### config.mk
export PLATFORM = sky130hd
export DESIGN_NAME = cond_unit
export DESIGN_NICKNAME = d
export VERILOG_FILES = /design/src/rtl/cond_unit.sv
export SDC_FILE = /design/constraint.sdc
export NUM_CORES = 1
export LEC_CHECK = 0
export ABC_AREA = 1
export BUFFER_PORTS_ARGS = -buffer_cell sky130_fd_sc_hd__clkbuf_2
export CAP_MARGIN = 30
export CORE_UTILIZATION = 25
export CTS_BUF_LIST = sky130_fd_sc_hd__clkbuf_8
export CTS_CLUSTER_DIAMETER = 60
export DETAILED_ROUTE_END_ITERATION = 7
export GPL_ROUTABILITY_DRIVEN = 0
export GPL_TIMING_DRIVEN = 0
export SLEW_MARGIN = 20
export SYNTH_ARGS = -nofsm -noshare
export SYNTH_HDL_FRONTEND = slang
export SYNTH_HIERARCHICAL = 1
export SYNTH_SLANG_ARGS = --single-unit
### constraint.sdc
create_clock -name clk -period 2.27 [get_ports clk]
set_input_delay 0.227 -clock clk [delete_from_list [all_inputs] [get_ports clk]]
set_output_delay 0.227 -clock clk [all_outputs]
set_load 0.1 [all_outputs]
### src/rtl/cond_unit.sv
// Condition/flag stage behind the decoder: NZCV register, condition evaluation,
// write-enable gating and saturating executed/squashed debug counters.
module cond_eval (
  input  logic [3:0] cond,
  input  logic [3:0] flags,
  output logic       pass
);
  logic n, z, c, v;
  assign {n, z, c, v} = flags;

  always_comb begin
    pass = 1'b0;
    unique case (cond)
      4'b0000: pass = z;
      4'b0001: pass = ~z;
      4'b0010: pass = c;
      4'b0011: pass = ~c;
      4'b0100: pass = n;
      4'b0101: pass = ~n;
      4'b0110: pass = v;
      4'b0111: pass = ~v;
      4'b1000: pass = c & ~z;
      4'b1001: pass = ~c | z;
      4'b1010: pass = (n == v);
      4'b1011: pass = (n != v);
      4'b1100: pass = ~z & (n == v);
      4'b1101: pass = z | (n != v);
      4'b1110: pass = 1'b1;
      default: pass = 1'b0;
    endcase
  end
endmodule

module sat_cnt #(
  parameter int W = 16
) (
  input  logic         clk,
  input  logic         rst_n,
  input  logic         clr,
  input  logic         inc,
  output logic [W-1:0] cnt
);
  logic [W-1:0] cnt_q, cnt_d;

  // Clear beats increment; the counter sticks at all-ones instead of wrapping.
  always_comb begin
    cnt_d = cnt_q;
    if (clr)
      cnt_d = '0;
    else if (inc && (cnt_q != {W{1'b1}}))
      cnt_d = cnt_q + W'(1);
  end

  always_ff @(posedge clk) begin
    if (!rst_n) cnt_q <= '0;
    else        cnt_q <= cnt_d;
  end

  assign cnt = cnt_q;
endmodule

module cond_unit #(
  parameter int CNT_W = 16
) (
  input  logic             clk,
  input  logic             rst_n,
  input  logic             en,
  input  logic [3:0]       cond,
  input  logic [3:0]       alu_flags,
  input  logic             pcs,
  input  logic             regW,
  input  logic             memW,
  input  logic             flagW,
  input  logic             cnt_clr,
  output logic             pcsrc_g,
  output logic             regW_g,
  output logic             memW_g,
  output logic             cond_ex,
  output logic [3:0]       flags,
  output logic [CNT_W-1:0] exec_cnt,
  output logic [CNT_W-1:0] squash_cnt
);
  localparam int NCNT = 2;

  logic [3:0] flags_q, flags_d;
  logic       fire;

  // Evaluated against the registered flags so a CMP affects only later instructions.
  cond_eval u_eval (
    .cond  (cond),
    .flags (flags_q),
    .pass  (cond_ex)
  );

  assign fire    = en & cond_ex;
  assign pcsrc_g = pcs  & fire;
  assign regW_g  = regW & fire;
  assign memW_g  = memW & fire;

  always_comb begin
    flags_d = flags_q;
    if (fire && flagW)
      flags_d = alu_flags;
  end

  always_ff @(posedge clk) begin
    if (!rst_n) flags_q <= 4'b0000;
    else        flags_q <= flags_d;
  end

  assign flags = flags_q;

  // Slot 0 counts executed instructions, slot 1 squashed ones.
  logic [NCNT-1:0]            cnt_inc;
  logic [NCNT-1:0][CNT_W-1:0] cnt_val;

  assign cnt_inc[0] = en &  cond_ex;
  assign cnt_inc[1] = en & ~cond_ex;

  for (genvar i = 0; i < NCNT; i++) begin : g_cnt
    sat_cnt #(.W(CNT_W)) u_cnt (
      .clk   (clk),
      .rst_n (rst_n),
      .clr   (cnt_clr),
      .inc   (cnt_inc[i]),
      .cnt   (cnt_val[i])
    );
  end

  assign exec_cnt   = cnt_val[0];
  assign squash_cnt = cnt_val[1];
endmodule

# After elaboration in Yosys (flattened, before gate mapping)
# Cells that the tools add are included.
[totals]
regBits = 36
input_bits = 16
word_cells = 44
out_inout_bits = 40
[classes]
n_mux = 1
n_eq_ne = 18
add_sub_neg = 2
n_reduce_logical = 5
n_bitwise = 15
[op_table]
columns = ["operator", "n"]
rows = [
  ["$add A16 B1 Y16 const B", 2],
  ["$ne A16 B16 Y1 const B", 2],
  ["$eq A4 B4 Y1 const B", 7],
  ["$eq A4 B3 Y1 const B", 4],
  ["$pmux W1 S15", 1],
  ["$eq A4 B2 Y1 const B", 2],
  ["$and A1 B1 Y1", 7],
  ["$not A1 Y1", 6],
  ["$eq A4 B1 Y1 const B", 1],
  ["$logic_not A4 Y1", 1],
  ["$logic_and A1 B1 Y1", 3],
  ["$or A1 B1 Y1", 2],
  ["$reduce_or A2 Y1", 1],
  ["$eq A1 B1 Y1", 1],
  ["$ne A1 B1 Y1", 1],
]

# Logic depth before layout (Yosys ltp)
# Gate-level depths: netlist (run 1).
[depth]
word_depth = 6
ltp_mapped = 19
mapped_depth_nobuf = 19

# Cells and area by module
# The synthesis (run 1) kept the hierarchy.
[modules_own_cells]
columns = ["module", "instances", "cells_each", "area_per_inst_um2", "seq_area_each_um2"]
rows = [
  ["sat_cnt", 2, 153, 910.9, 320.3],
  ["cond_eval", 1, 55, 229.0, 0.0],
  ["cond_unit", 1, 35, 210.2, 80.1],
]

# Worst setup path after synthesis (run 1)
# No wires, ideal clock.
[synth_path]
path_kind = "register to output"
from = "reg flags_q[3], in the netlist flags[3]"
to = "out memW_g"
setup_slack_ns = -1.776
path_stages_with_launch = 11
required_time_ns = 2.043
path_buffers = 0
t_arrival_ns = 3.819
cell_sequence = "dfxtp_1 > inv_1 > nand2_1 > nand3_1 > nand2_1 > nand2_1 > nand2_1 > nor2_1 > nand2_1 > nand2_1 > nor2_1"
[synth_between]
elab_chain_cells = 5
elab_cells_between_ends = 8
classes_between = "eq/ne: 2; mux: 1; bitwise: 5"
[synth_rtl]
columns = ["item", "line_no", "source"]
rows = [
  ["start: declaration", "85", "logic [3:0] flags_q, flags_d;"],
  ["start signal: assignment", "108", "else flags_q <= flags_d;"],
  ["$ne A1 B1 Y1 or $eq A1 B1 Y1 (tied branches)", "-", ""],
  ["$or A1 B1 Y1 or $and A1 B1 Y1 (tied branches)", "27, 26", ""],
  ["$pmux W1 S15 (*)", "13", "unique case (cond)"],
  ["net cond_ex", "78", "output logic cond_ex,"],
  ["$and A1 B1 Y1 (*)", "95", "assign fire = en & cond_ex;"],
  ["$and A1 B1 Y1 (*)", "98", "assign memW_g = memW & fire;"],
  ["end: declaration", "77", "output logic memW_g,"],
]
# Mark *: on every way through the listed nets, which the timed path passes. The rest lies on a longest branch.

# Worst setup path after layout (run 1)
[layout_path]
from = "reg flags_q[3], in the netlist flags[3]"
to = "out pcsrc_g"
[layout_between]
elab_chain_cells = 5
elab_cells_between_ends = 8
classes_between = "eq/ne: 2; mux: 1; bitwise: 5"
[layout_rtl]
columns = ["item", "line_no", "source"]
rows = [
  ["$ne A1 B1 Y1 or $eq A1 B1 Y1 (tied branches)", "-", ""],
  ["$or A1 B1 Y1 or $and A1 B1 Y1 (tied branches)", "27, 26", ""],
  ["$pmux W1 S15 (*)", "13", ""],
  ["$and A1 B1 Y1 (*)", "95", ""],
  ["$and A1 B1 Y1 (*)", "96", "assign pcsrc_g = pcs & fire;"],
  ["end: declaration", "75", "output logic pcsrc_g,"],
]
# Every way passes the cells marked *; elsewhere a longest branch is shown, timed or not.

==> flow_summary.json, run 1 <==
{
  "outcome": "completed",
  "grt_antenna_before_repair": 0,
  "firstDrtPassIters": 4,
  "path_max_fanout": 6,
  "die_height_um": 97.1,
  "h-tree-depth": 2,
  "synth_top_area_share": 0.319,
  "via_per_inst": 4.56,
  "cts.sinks": 36,
  "p_clk_frac": 0.351,
  "core_area_um2": 8720,
  "drive_above_1_share": 0.198,
  "final_area_um2": 2850,
  "p_int_uw": 975,
  "finalHoldViolations": 0,
  "avgSynthCellArea_um2": 5.71,
  "clock_skew_ps": 8.94,
  "num-fill-cells": 972,
  "startpoint_type": "register",
  "p_sw_uw": 452,
  "crit_arrival_ps": 1850,
  "drt-initial-drc-count": 57,
  "area_growth_pct": 25.9,
  "remaining_drc_errors": 0,
  "clock_path_buffers": 2,
  "max-cap-violations": 0,
  "netlist_instances": 396,
  "synth_top_cell_by_area": "dfxtp_1",
  "finalNetCount": 477,
  "syn-cell-area_um2": 2260,
  "start_util": 0.259,
  "power.density_nw_per_um2": 501,
  "final_util": 0.326,
  "worstPathRequired_ps": 2040,
  "post-route-period-util": 0.916,
  "combPwrFrac": 0.192,
  "grt_pass1_vias": 2353,
  "yosysSeqAreaShare": 0.319,
  "seqPwrFrac": 0.457,
  "synthDistinctLibCells": 17,
  "clk_pin_slew_worst_paths_ps": 80,
  "ios": 56,
  "seq_area_um2": 736,
  "switching_share": 0.317,
  "ff2ff_setup_slack_ps": 250,
  "grt_overflow_total": 0,
  "path_class": "reg -> out",
  "insertedDiodeCount": 0,
  "io_buffers": 55,
  "slew_violations": 0,
  "post_drt_wl_per_cell_um": 10.6,
  "ant_nets": 0,
  "relSlewSlack": 0.637,
  "tightest_slew_ps": 547,
  "p_leak_nw": 1.17,
  "cts_tree": "done",
  "std_cell_rows": 34,
  "hpwlAfterDp_um": 4720,
  "synthTopCellsByArea": "dfxtp_1 32%, nand2_1 18%, nor2_1 17%",
  "grt_start_max_net_pins": 12,
  "finalPower_mw": 1.43,
  "num_vias": 2592,
  "grt_util_all_layers": 0.130,
  "hp-class": "in -> reg",
  "die_x_um": 97.1,
  "multiInputGateArea_um2": 1400,
  "synth_seq_cells": 36,
  "final-setup-viol-count": 0,
  "grt_pass1_wl_um": 10200,
  "syn_nets": 414,
  "cts_buffers": 5,
  "clkLatencyLatePin_ps": 290,
  "tns_ps": 0,
  "yosys_warnings": 6,
  "finalWorstPathRequiredPeriod_ps": 2080,
  "clockRootBuffer": "clkbuf_8",
  "cp-end-kind": "primary output",
  "placed_area_um2": 2730,
  "die-area_um2": 9430,
  "fmax_ghz": 0.481,
  "ir_drop_v": 0.000182,
  "rsz0062_at_grt": "false",
  "routed_wl_um": 6030
}
worst max-delay path, stage by stage (launching register included):
cell	delay (ps)
dfxtp_4	380
inv_1	70
nand2_1	70
nand3_1	90
nand2_1	70
nand2_1	50
nand2_1	80
nor2_2	50
nand2_4	110
nand2_4	100
nor2_4	80
buf_2	420
layout make-up:
class | instances | area share
repair buffers | 56 | 0.101
multi-input cells | 312 | 0.492
inverters | 42 | 0.0554
plain buffers | 6 | 0.0105
clock inverters | 1 | 0.00132
well taps | 108 | 0.0475
clock buffers | 7 | 0.0338
flip-flops and latches | 36 | 0.258
power by group through the flow:
stage,logic [mW],clock network (mW),registers (mW)
after global placement,0.268,0,0.666
after detailed placement,0.271,0,0.666
after floorplan,0.153,0,0.726
final,0.274,0.501,0.652
after global routing,0.297,0.562,0.654
after CTS,0.272,0.528,0.652
synth_stat cells, drive strengths merged:
cell / number
a21oi: 26
buf: 6
clkinv: 2
dfxtp: 36
ha: 2
inv: 40
nand2: 114
nand3: 37
nand3b: 5
nand4: 8
nor2: 111
nor3: 1
o21ai: 8
registers in the layout, indices dropped and copies added (netlist names):
| signal | cells |
|---|---|
| flags | 4 |
| g_cnt.u_cnt/cnt | 32 |
kinds of logic after synthesis:
group | share of synthesized area
flip-flops | 0.319
adder cells (fa/ha/maj) | 0.0111
buffers and inverters | 0.0830
AO/OA/AOI/OAI | 0.0753
AND/OR/NAND/NOR | 0.512
repair_timing:
| action | CTS | global route |
|---|---|---|
| resized for setup | 0 | 5 |
| hold buffers | 0 | 0 |
| buffers inserted | 0 | 1 |
| endpoints found under the setup margin | 0 | 6 |
stage by stage:
stage          instances  setup WS (ps)  hold WS (ps)
2_1_floorplan        396          -10.8           338
3_3_place_gp         559            175           455
3_5_place_dp         559            167           459
4_1_cts              567            121           144
5_1_grt              568          0.497           157
6_report             568            192           157
worst paths after layout:
| path | from | endpoint | cells past startpoint |
|---|---|---|---|
| min reg2reg | g_cnt[1].u_cnt/cnt[0] | g_cnt[1].u_cnt/cnt[0] | 2 |
| max | flags[3] | pcsrc_g | 11 |
| min | alu_flags[0] | flags[0] | 3 |
| max reg2reg | flags[3] | g_cnt[0].u_cnt/cnt[8] | 19 |
layer usage:
metal / track usage / wire length, um
met5: 0 / 0
met4: 0.0379 / 54
met1: 0.158 / 2910
met2: 0.225 / 2800
met3: 0.0353 / 272
cells in the final DEF, fill, tap and decap left out, drive strengths merged:
cell type  count
nand2        114
nor2         111
clkbuf        61
inv           41
nand3         37
dfxtp         36
a21oi         26
nand4          8
buf            8
o21ai          8
nand3b         5
ha             2
clkinv         2
nor3           1
No activity file was read; power rests on OpenSTA's default activity.
==> run 2, diff against run 1 <==
Settings changed: ABC_AREA 1 to 0.
==> run 2 against run 1 <==
Compared with the run above:
- the flow now finishes with violations (negative setup slack)
- worst hold slack better by 1.5 ps
- non-clock buffer count up 17
- critical endpoint is now g_cnt[1].u_cnt/cnt[11]
- clock power up 60%
- largest cell class unchanged
- utilization up 5.7 points
- sequential cell count unchanged
- clock-buffer cell count down 2
- critical path depth unchanged
- via count down 18%
- sequential power down 2%
- first-iteration DRC count down 5.3%
- largest power group is now the clock network
==> flow_summary.json, run 2 <==
{
  "synth_seq_cells": 36,
  "startpoint_type": "register",
  "clock_skew_ps": 8.31,
  "grt_util_all_layers": 0.135,
  "firstDrtPassIters": 4,
  "post_drt_wl_per_cell_um": 14.1,
  "num_vias": 2127,
  "final-setup-viol-count": 21,
  "multiInputGateArea_um2": 1560,
  "r2r_cells": 11,
  "clock_path_buffers": 2,
  "clockRootBuffer": "clkbuf_8",
  "power.density_nw_per_um2": 540,
  "via_per_inst": 5.05,
  "io_buffers": 53,
  "mostFrequentLayoutCell": "clkbuf_2",
  "worst_slack_ps": -247,
  "die_x_um": 94.2,
  "synth_top_area_share": 0.339,
  "post-place-cells": 392,
  "cts_buffers": 5,
  "rsz0062_at_grt": "true",
  "post-route-period-util": 1.11,
  "clkLatencyLatePin_ps": 300,
  "seq_area_um2": 736,
  "synth-xor-area-share": 0.0447,
  "ys_top_cells_by_count": "36 x dfxtp_1, 22 x nor2_1, 20 x nand2_1",
  "h-tree-depth": 2,
  "largest_reg_flops": 32,
  "path_max_fanout": 4,
  "yosysMostFrequentCell": "dfxtp_1",
  "std_cell_rows": 33,
  "drive_above_1_share": 0.408,
  "synthMuxAreaShare": 0.0353,
  "p_leak_nw": 1.27,
  "grt_overflow_total": 0,
  "fmax_ghz": 0.397,
  "synth_edf_count": 0,
  "synthDistinctLibCells": 49,
  "clk_pin_slew_worst_paths_ps": 80,
  "hpwlAfterDp_um": 3940,
  "path_class": "reg -> reg",
  "routed_wl_um": 5950,
  "ios": 56,
  "async_flop_share": 0,
  "synth_top_cell_by_area": "dfxtp_1",
  "synth_top_family_by_area": "simple AND/OR/NAND/NOR gates",
  "relSlewSlack": 0.517,
  "synth_fa_ha_area_frac": 0.0118,
  "grt_pass1_vias": 2052,
  "remaining_drc_errors": 0,
  "min_from": "alu_flags[2]",
  "slew_violations": 0,
  "finalHoldViolations": 0,
  "yosys_warnings": 6,
  "holdBufCountCts": 0,
  "avgSynthCellArea_um2": 9.08,
  "hp-class": "in -> reg",
  "finalNonFillerCells": 421,
  "num-fill-cells": 838,
  "start_util": 0.259,
  "min_delay_worst_endpoint": "flags[2]",
  "grt_antenna_before_repair": 0,
  "grt_start_max_net_pins": 13,
  "crit_arrival_ps": 2680,
  "r2r-start": "flags[3]",
  "ff2ff_setup_slack_ps": -250,
  "layout_common_cells": "49 x clkbuf_2, 32 x dfxtp_1, 22 x nor2_1",
  "reg2reg_to": "g_cnt[1].u_cnt/cnt[11]",
  "netlist_instances": 234,
  "ant_nets": 0,
  "synthSimpleGateAreaFrac": 0.337,
  "die_height_um": 94.2,
  "ir_drop_v": 0.000357,
  "yosysSeqAreaShare": 0.339,
  "die-area_um2": 8880,
  "synthTopCellsByArea": "dfxtp_1 34%, nand4_4 4.0%, nor2_1 3.9%",
  "syn-cell-area_um2": 2130,
  "violations": "negative setup slack",
  "holdPathStages": 3,
  "grt_pass1_wl_um": 9600,
  "cts.sinks": 36,
  "synth_compound_area_frac": 0.211,
  "cp-end-kind": "register",
  "tns_ps": -2590,
  "tightest_slew_ps": 723,
  "insertedDiodeCount": 0,
  "max-cap-violations": 0,
  "synth_ff_type": "dfxtp_1",
  "drt-initial-drc-count": 54,
  "core_area_um2": 8220,
  "finalNetCount": 333,
  "worstPathRequired_ps": 2440,
  "cts_tree": "done",
  "finalWorstPathRequiredPeriod_ps": 2520,
  "area_growth_pct": 48.1,
  "outcome": "finished with violations",
  "syn_nets": 252,
  "dp_slack_ps": -386
}
[run 2: cell type report]
class,count,area share
Buffer,6,0.00994
Timing Repair Buffer,73,0.163
Clock buffer,5,0.0219
Sequential cell,36,0.234
Multi-Input combinational cell,189,0.496
Clock inverter,3,0.0286
Inverter,4,0.00477
Tap cell,105,0.0417
[run 2: worst max path at each step]
stage	start	end	slack (ps)
final	flags[3]	g_cnt[1].u_cnt/cnt[11]	-250
after global routing	flags[3]	g_cnt[1].u_cnt/cnt[11]	-350
after CTS	flags[0]	g_cnt[1].u_cnt/cnt[9]	-240
after detailed placement	flags[3]	g_cnt[1].u_cnt/cnt[14]	-390
after global placement	flags[3]	g_cnt[1].u_cnt/cnt[14]	-350
after floorplan	flags[3]	g_cnt[1].u_cnt/cnt[13]	-570
[run 2: what timing repair did]
item                       4_1_cts  5_1_grt
cloned                           0        1
setup buffers                   17        4
pin swaps                       12        8
hold endpoints to repair         0        0
gates resized for setup         30       21
setup endpoints to repair       26       28
[run 2: stage by stage]
step | hold WS, ps | area, um2 | total power [mW] | util
floorplan | 359 | 2170 | 0.813 | -
global placement | 454 | 2560 | 0.853 | 0.312
detailed placement | 464 | 2560 | 0.857 | 0.312
CTS | 148 | 3000 | 1.71 | 0.365
global route | 163 | 3150 | 1.75 | 0.383
finish | 158 | 3150 | 1.70 | 0.383
[run 2: cell families after synthesis]
logic type | count (synthesis)
flops | 36
compound gates | 55
buf+inv | 10
xor+xnor | 10
fa+ha+maj | 2
simple gates | 114
mux | 7
[run 2: per-layer routing]
metal | global-route usage | vias up | share of wire | wire length [um]
li1 | - | 1069 | - | -
met1 | 0.160 | 1018 | 0.46 | 2750
met2 | 0.242 | 34 | 0.49 | 2930
met3 | 0.0291 | 6 | 0.033 | 197
met4 | 0.0346 | 0 | 0.012 | 69
met5 | 0 | - | 0 | 0
[run 2: where the power goes]
part           total (mW)  leakage [nW]  switching [mW]  internal, mW
clock network       0.803        0.0784           0.253         0.550
logic               0.254         0.899           0.155        0.0994
registers           0.642         0.293         0.00782         0.634
[run 2: critical path: stages, from the launching register on]
cell and delay [ps]:
dfxtp_4 370, xnor2_4 200, o22ai_2 100, a211o_1 270
a211o_4 350, nor2b_4 130, and4_4 240, nand3_4 110
buf_6 160, buf_6 120, o311ai_4 240, o41ai_2 110
